### src/rtl/calc_pkg.sv
// -----------------------------------------------------------------------------
// calc_pkg
// Shared definitions for the Ensamblador arbitration slice.
//   CALC_DATA_W : default operand/result width (must match Ensamblador)
//   OP_*        : encoding of the 3-bit operacion field understood by the unit
//   state_e     : arbiter FSM state encoding
// -----------------------------------------------------------------------------
package calc_pkg;

  localparam int CALC_DATA_W = 32;

  localparam logic [2:0] OP_SUMA  = 3'd0;
  localparam logic [2:0] OP_RESTA = 3'd1;
  localparam logic [2:0] OP_MULT  = 3'd2;
  localparam logic [2:0] OP_AND   = 3'd3;
  localparam logic [2:0] OP_DIV   = 3'd4;
  localparam logic [2:0] OP_OR    = 3'd5;
  localparam logic [2:0] OP_XOR   = 3'd6;
  localparam logic [2:0] OP_NOP   = 3'd7;

  typedef enum logic [1:0] {
    ST_IDLE      = 2'd0,
    ST_ESPERA    = 2'd1,
    ST_RESPUESTA = 2'd2,
    ST_LIBERA    = 2'd3
  } state_e;

endpackage

### src/rtl/arbitro_calculadora_rr_arbiter.sv
// -----------------------------------------------------------------------------
// rr_arbiter
// Purely combinational round-robin pick. Searches the request vector upward
// starting at ptr+1 (mod N) and returns the first requester found.
// Ports:
//   req   in  N   request vector
//   ptr   in  IW  index of the last requester served
//   grant out N   one-hot grant (all zero when no request)
//   idx   out IW  index of the granted requester
//   any   out 1   at least one request present
// -----------------------------------------------------------------------------
module rr_arbiter #(
  parameter int N  = 2,
  parameter int IW = (N > 1) ? $clog2(N) : 1
) (
  input  logic [N-1:0]  req,
  input  logic [IW-1:0] ptr,
  output logic [N-1:0]  grant,
  output logic [IW-1:0] idx,
  output logic          any
);

  always_comb begin
    grant = '0;
    idx   = '0;
    any   = 1'b0;
    // k = N wraps back onto ptr itself, so the last served requester is
    // only picked again when nobody else is asking.
    for (int k = 1; k <= N; k++) begin
      logic [IW-1:0] j;
      j = IW'((int'(ptr) + k) % N);
      if (!any && req[j]) begin
        any      = 1'b1;
        grant[j] = 1'b1;
        idx      = j;
      end
    end
  end

endmodule

### src/rtl/arbitro_calculadora.sv
// -----------------------------------------------------------------------------
// arbitro_calculadora
// Shares one Ensamblador calculation unit between N requesters. Round-robin
// grant, operand capture, start/ready sequencing and routing of the result back
// to the requester that issued the operation.
//
// Optional build macro: CALC_TIMEOUT_EN -- adds a watchdog in ESPERA; after
// TIMEOUT cycles without calc_ready the operation completes with
// resp_error=1 and resp_resultado=0.
//
// Ports:
//   clk, rst                 clock, asynchronous active-high reset
//   req_valid[N]             pending operation per requester (level)
//   req_datoA/req_datoB      N packed DATA_W operand slices
//   req_operacion            N packed 3-bit opcode slices
//   req_accept[N]            one-cycle pulse: operands of requester i captured
//   resp_valid[N]            one-cycle pulse: result for requester i
//   resp_resultado/error     shared response bus, held between pulses
//   ocupado                  FSM not in IDLE
//   calc_datoA/B/operacion   operands toward Ensamblador
//   calc_start               start toward Ensamblador
//   calc_resultado/ready/error  response from Ensamblador
// -----------------------------------------------------------------------------
module arbitro_calculadora
  import calc_pkg::*;
#(
  parameter int N       = 2,
  parameter int DATA_W  = CALC_DATA_W,
  parameter int TIMEOUT = 1024
) (
  input  logic                  clk,
  input  logic                  rst,
  input  logic [N-1:0]          req_valid,
  input  logic [N*DATA_W-1:0]   req_datoA,
  input  logic [N*DATA_W-1:0]   req_datoB,
  input  logic [N*3-1:0]        req_operacion,
  output logic [N-1:0]          req_accept,
  output logic [N-1:0]          resp_valid,
  output logic [DATA_W-1:0]     resp_resultado,
  output logic                  resp_error,
  output logic                  ocupado,
  output logic [DATA_W-1:0]     calc_datoA,
  output logic [DATA_W-1:0]     calc_datoB,
  output logic [2:0]            calc_operacion,
  output logic                  calc_start,
  input  logic [DATA_W-1:0]     calc_resultado,
  input  logic                  calc_ready,
  input  logic                  calc_error
);

  localparam int IW = $clog2(N);

  if (N < 2 || N > 4) begin : g_bad_n
    $error("arbitro_calculadora: N must be in 2..4");
  end
  if (TIMEOUT < 1) begin : g_bad_timeout
    $error("arbitro_calculadora: TIMEOUT must be at least 1");
  end

  // Unpack the per-requester slices so the capture mux reads naturally.
  logic [DATA_W-1:0] dato_a_arr [N];
  logic [DATA_W-1:0] dato_b_arr [N];
  logic [2:0]        oper_arr   [N];

  for (genvar gi = 0; gi < N; gi++) begin : g_slice
    assign dato_a_arr[gi] = req_datoA[gi*DATA_W +: DATA_W];
    assign dato_b_arr[gi] = req_datoB[gi*DATA_W +: DATA_W];
    assign oper_arr[gi]   = req_operacion[gi*3 +: 3];
  end

  state_e            state_q;
  logic [IW-1:0]     ptr_q;
  logic [N-1:0]      owner_q;      // one-hot of the requester in flight
  logic [N-1:0]      req_accept_q;
  logic [N-1:0]      resp_valid_q;
  logic [DATA_W-1:0] resp_resultado_q;
  logic              resp_error_q;
  logic [DATA_W-1:0] calc_datoA_q;
  logic [DATA_W-1:0] calc_datoB_q;
  logic [2:0]        calc_operacion_q;
  logic              calc_start_q;

  logic [N-1:0]      gnt;
  logic [IW-1:0]     gnt_idx;
  logic              gnt_any;

`ifdef CALC_TIMEOUT_EN
  localparam int CNT_W = $clog2(TIMEOUT + 1);
  logic [CNT_W-1:0]  tmo_cnt_q;
`endif

  rr_arbiter #(
    .N  (N),
    .IW (IW)
  ) u_rr (
    .req   (req_valid),
    .ptr   (ptr_q),
    .grant (gnt),
    .idx   (gnt_idx),
    .any   (gnt_any)
  );

  always_ff @(posedge clk or posedge rst) begin
    if (rst) begin
      state_q          <= ST_IDLE;
      ptr_q            <= IW'(N - 1);
      owner_q          <= '0;
      req_accept_q     <= '0;
      resp_valid_q     <= '0;
      resp_resultado_q <= '0;
      resp_error_q     <= 1'b0;
      calc_datoA_q     <= '0;
      calc_datoB_q     <= '0;
      calc_operacion_q <= '0;
      calc_start_q     <= 1'b0;
`ifdef CALC_TIMEOUT_EN
      tmo_cnt_q        <= '0;
`endif
    end else begin
      // Both handshakes toward the requesters are single-cycle pulses.
      req_accept_q <= '0;
      resp_valid_q <= '0;
      case (state_q)
        ST_IDLE: begin
          if (gnt_any) begin
            calc_datoA_q     <= dato_a_arr[gnt_idx];
            calc_datoB_q     <= dato_b_arr[gnt_idx];
            calc_operacion_q <= oper_arr[gnt_idx];
            calc_start_q     <= 1'b1;
            req_accept_q     <= gnt;
            owner_q          <= gnt;
            ptr_q            <= gnt_idx;
            state_q          <= ST_ESPERA;
`ifdef CALC_TIMEOUT_EN
            tmo_cnt_q        <= '0;
`endif
          end
        end
        ST_ESPERA: begin
          if (calc_ready) begin
            resp_resultado_q <= calc_resultado;
            resp_error_q     <= calc_error;
            resp_valid_q     <= owner_q;
            calc_start_q     <= 1'b0;
            state_q          <= ST_RESPUESTA;
          end
`ifdef CALC_TIMEOUT_EN
          else if (tmo_cnt_q == CNT_W'(TIMEOUT)) begin
            resp_resultado_q <= '0;
            resp_error_q     <= 1'b1;
            resp_valid_q     <= owner_q;
            calc_start_q     <= 1'b0;
            state_q          <= ST_RESPUESTA;
          end else begin
            tmo_cnt_q <= tmo_cnt_q + CNT_W'(1);
          end
`endif
        end
        ST_RESPUESTA: begin
          state_q <= ST_LIBERA;
        end
        ST_LIBERA: begin
          // Do not re-arm until the unit has withdrawn ready, otherwise a
          // stale ready would complete the next operation immediately.
          if (!calc_ready) begin
            state_q <= ST_IDLE;
          end
        end
        default: state_q <= ST_IDLE;
      endcase
    end
  end

  assign req_accept     = req_accept_q;
  assign resp_valid     = resp_valid_q;
  assign resp_resultado = resp_resultado_q;
  assign resp_error     = resp_error_q;
  assign ocupado        = (state_q != ST_IDLE);
  assign calc_datoA     = calc_datoA_q;
  assign calc_datoB     = calc_datoB_q;
  assign calc_operacion = calc_operacion_q;
  assign calc_start     = calc_start_q;

endmodule

### config.mk
export PLATFORM = sky130hd
export DESIGN_NAME = arbitro_calculadora
export DESIGN_NICKNAME = d
export VERILOG_FILES = /design/src/rtl/calc_pkg.sv /design/src/rtl/arbitro_calculadora_rr_arbiter.sv /design/src/rtl/arbitro_calculadora.sv
export SDC_FILE = /design/constraint.sdc
export NUM_CORES = 1
export LEC_CHECK = 0
export BUFFER_PORTS_ARGS = -buffer_cell sky130_fd_sc_hd__buf_2
export CORE_ASPECT_RATIO = 1.5
export CORE_MARGIN = 1.5
export CORE_UTILIZATION = 35
export CTS_CLUSTER_SIZE = 30
export DETAILED_ROUTE_END_ITERATION = 8
export PLACE_DENSITY = 0.66
export SYNTH_ARGS = -nofsm -noshare
export SYNTH_HDL_FRONTEND = slang
export SYNTH_HIERARCHICAL = 1
export SYNTH_SLANG_ARGS = --single-unit
### constraint.sdc
create_clock -name clk -period 4.44 [get_ports clk]
set_input_delay 0.666 -clock clk [delete_from_list [all_inputs] [get_ports clk]]
set_output_delay 0.666 -clock clk [all_outputs]
set_load 0.02 [all_outputs]
==> impl_results.md <==
- Final TNS setup: 0 ns
- Worst VDD drop: around 0.00035 V
- Post-route ant nets: 0
- Max Slew Vio Count: 0
- Post-CTS Hold Buffers: 0
- CP startpoint kind: flip-flop
- Arrival @ worst endpoint: 2.60 ns
- Yosys warns: 6
- Kind of cell adding the most delay to the critical path: simple AND/OR/NAND/NOR gates
- Yosys reg bits: 110
- Area contributors post-synth: dfrtp_1 54%, mux2i_1 14%, mux2_4 9.0%
- Post-CTS setup repair buffer count: 0
- Worst R2R Setup Slack: 2.12 ns
- Final setup viols: 0
- CTS tree: done
- Worst EP required: ~4.7 ns
- First-pass DRT Iterations: 4
- Multi-input gate area: ~0.002 sq mm
- Yosys cell types: 22
- Setup crit end kind: flip-flop
- H-tree Lvls: 3
- Worst hold path endpoint: resp_resultado[1]
- Initial antenna violation count: 0
- Pin count of the biggest net entering global routing: 88
- Worst slew pin tran: about 0.96 ns
- Synth-to-layout area growth: 34.3%
- Fmax: approximately 430 MHz
- Pleak: ~3.5 nW
- Share of layout cells above drive strength 1: 50.4%
- Clock buffer count from CTS: 9
- Avg Vias per Cell: 4.52
- Resized cells post-CTS: 0
- Largest area contributor in the netlist: dfrtp_1
- Total gr overflow: 0
- Worst R2R End: calc_datoA[1]
- Top Ports: 278
- Clock slew at reported path FFs: around 0.07 ns
- CP bufs+invs: 2
- Register area share after synthesis: 55.0%
- Fin crit share: 52.3%
- Syn nets: slightly below 600
- Cells after Synth: 403
- Most numerous cell in the Yosys netlist: dfrtp_1
- DR iter-0 viols: 63
- Worst reg2reg path depth: 6
- Worst path max stage delay: slightly below 0.7 ns
- Layout Skew: 0.00648 ns
- Initial Util: 35.8%
- Die width: 101 um
- WL final: 12400 um
- DIE HEIGHT: 150 um
- Synth cell count leaders: 109 x dfrtp_1, 70 x mux2i_1, 68 x nor2_1, 67 x a21oi_1, 30 x mux2_4
- Inserted Diodes: 0
- Prevailing post-synth register cell: dfrtp_1
- Die area: between 0.015 and 0.02 sq mm
- First-pass GRT wire length: 18700 um
- Hold Crit Class: flip-flop to flip-flop
- Slowest CP cell: and2_4
- Hold slack: 0.507 ns
- IO Port Bufs: between 200 and 300
- Via Count: roughly 3.9k
- Worst-Skew Late Latency: 0.35 ns
- Relative slew slack: 36.1%
- Post-synthesis area per instance: 12.4 sq um
- Unrepaired setup endpoints after global routing: false
- Area share of the largest cell type after synthesis: around 54%
- Sink Count: 110
- Syn Std Cell Area: ~0.005 sq mm
- Critical path class: flip-flop to flip-flop
- Fin. Hold Viols: 0
- Core area: 0.0140 sq mm
- GP Congestion: between 0.7 and 0.8
- Max_cap viols: 0
- Fill cells: 1334
- Layout net count: 847
- Status: completed
- Total Routing Usage GR: around 16%
- Final min period: 2.32 ns
- Hold path startpoint: resp_resultado[1]
- DRC viols: 0
- Clock Path Buffers: 2
- Number of global-route vias before repair: 3880
- RR Startpoint: state_q[0]
- Crit-path max FO: 87
- DP HPWL: ~9500 um
- Hold Path Depth: 1
- Crit-path cells: inv_1, ha_1, and2_4, buf_4, nor2_1, a21oi_1
- Register Area: 0.00275 sq mm
- CTS root buffer: clkbuf_16
- Async set or reset register ratio after synthesis: 100%
- Util after Layout: 48.1%
- DR WL/cell: 14.3 um
- FP Rows: 53
- Pwr dens: 722 mW/mm^2
- EDFF count, synth: 0
state kept, by name, summed over array words and instances (netlist names):
register and count:
calc_datoA 32, calc_datoB 32, calc_operacion 3, calc_start 1, owner_q 2, ptr_q 1, req_accept 2, resp_error 1
resp_resultado 32, resp_valid 2, state_q 2
where the power goes:
part / leakage [nW] / internal [mW] / switching (mW)
clock network: 0.147 / 0.418 / 0.365
logic: 2.10 / 0.929 / 1.38
registers: 1.25 / 1.50 / 0.264
worst reg2reg max path: stages (launching register included):
cell and delay (ns):
dfrtp_1 0.42, inv_1 0.14, ha_1 0.20, and2_4 0.68, buf_4 0.58, nor2_1 0.09, a21oi_1 0.14
how the worst max path moves through the flow:
| stage | start | endpoint | slack (ns) | cells after the start |
|---|---|---|---|---|
| 5_1_grt | state_q[1] | calc_datoA[5] | 1.87 | 6 |
| 3_3_place_gp | req_valid[0] | calc_datoB[22] | 1.92 | 5 |
| 3_5_place_dp | req_valid[0] | calc_datoB[27] | 1.79 | 5 |
| 4_1_cts | state_q[0] | calc_datoA[1] | 2.08 | 6 |
| 6_report | state_q[0] | calc_datoA[1] | 2.12 | 6 |
| 2_1_floorplan | rst | calc_datoA[0] | 0.87 | 1 |
layout by cell type (no fill, tap or decap), drive strengths merged, types with 2 or more instances in the layout:
| cell | n |
|---|---|
| mux2 | 37 |
| clkbuf | 11 |
| buf | 281 |
| o21ai | 3 |
| and3 | 4 |
| inv | 9 |
| mux2i | 70 |
| a21boi | 3 |
| clkinv | 2 |
| dfrtp | 109 |
| nor2 | 68 |
| a21oi | 67 |
| ha | 6 |
cell families after synthesis:
kind of cell,share of synthesized area [%]
flip-flops,55.0
AND/OR/NAND/NOR,6.12
AO/OA/AOI/OAI,7.52
adder cells (fa/ha/maj),1.50
multiplexers,24.6
buffers and inverters,5.32
final cells by class:
type | instances | share of cell area, %
repair buffers | 281 | 21.1
clock buffers | 11 | 3.76
multi-input cells | 261 | 29.7
well taps | 192 | 3.57
clock inverters | 5 | 0.595
flip-flops and latches | 110 | 40.9
inverters | 6 | 0.372
layer usage:
metal  vias to the layer above  global-route usage [%]  part of all wire, %
met5                         -                       0                    0
met2                       162                    28.4                   53
met3                        22                    4.58                  7.6
met4                         0                    6.20                  2.5
li1                       1918                       -                    -
met1                      1815                    17.8                   37
per-stage QoR:
step | cells | area (sq um) | power, mW | worst slack (ns)
3_3_place_gp | 850 | 6430 | 4.05 | 1.92
3_5_place_dp | 850 | 6430 | 4.13 | 1.79
6_report | 866 | 6730 | 4.86 | 2.12
4_1_cts | 866 | 6730 | 4.93 | 2.08
2_1_floorplan | 403 | 5010 | 3.41 | 0.873
5_1_grt | 866 | 6730 | 5.20 | 1.87
Power figures use the tool's default switching activity.
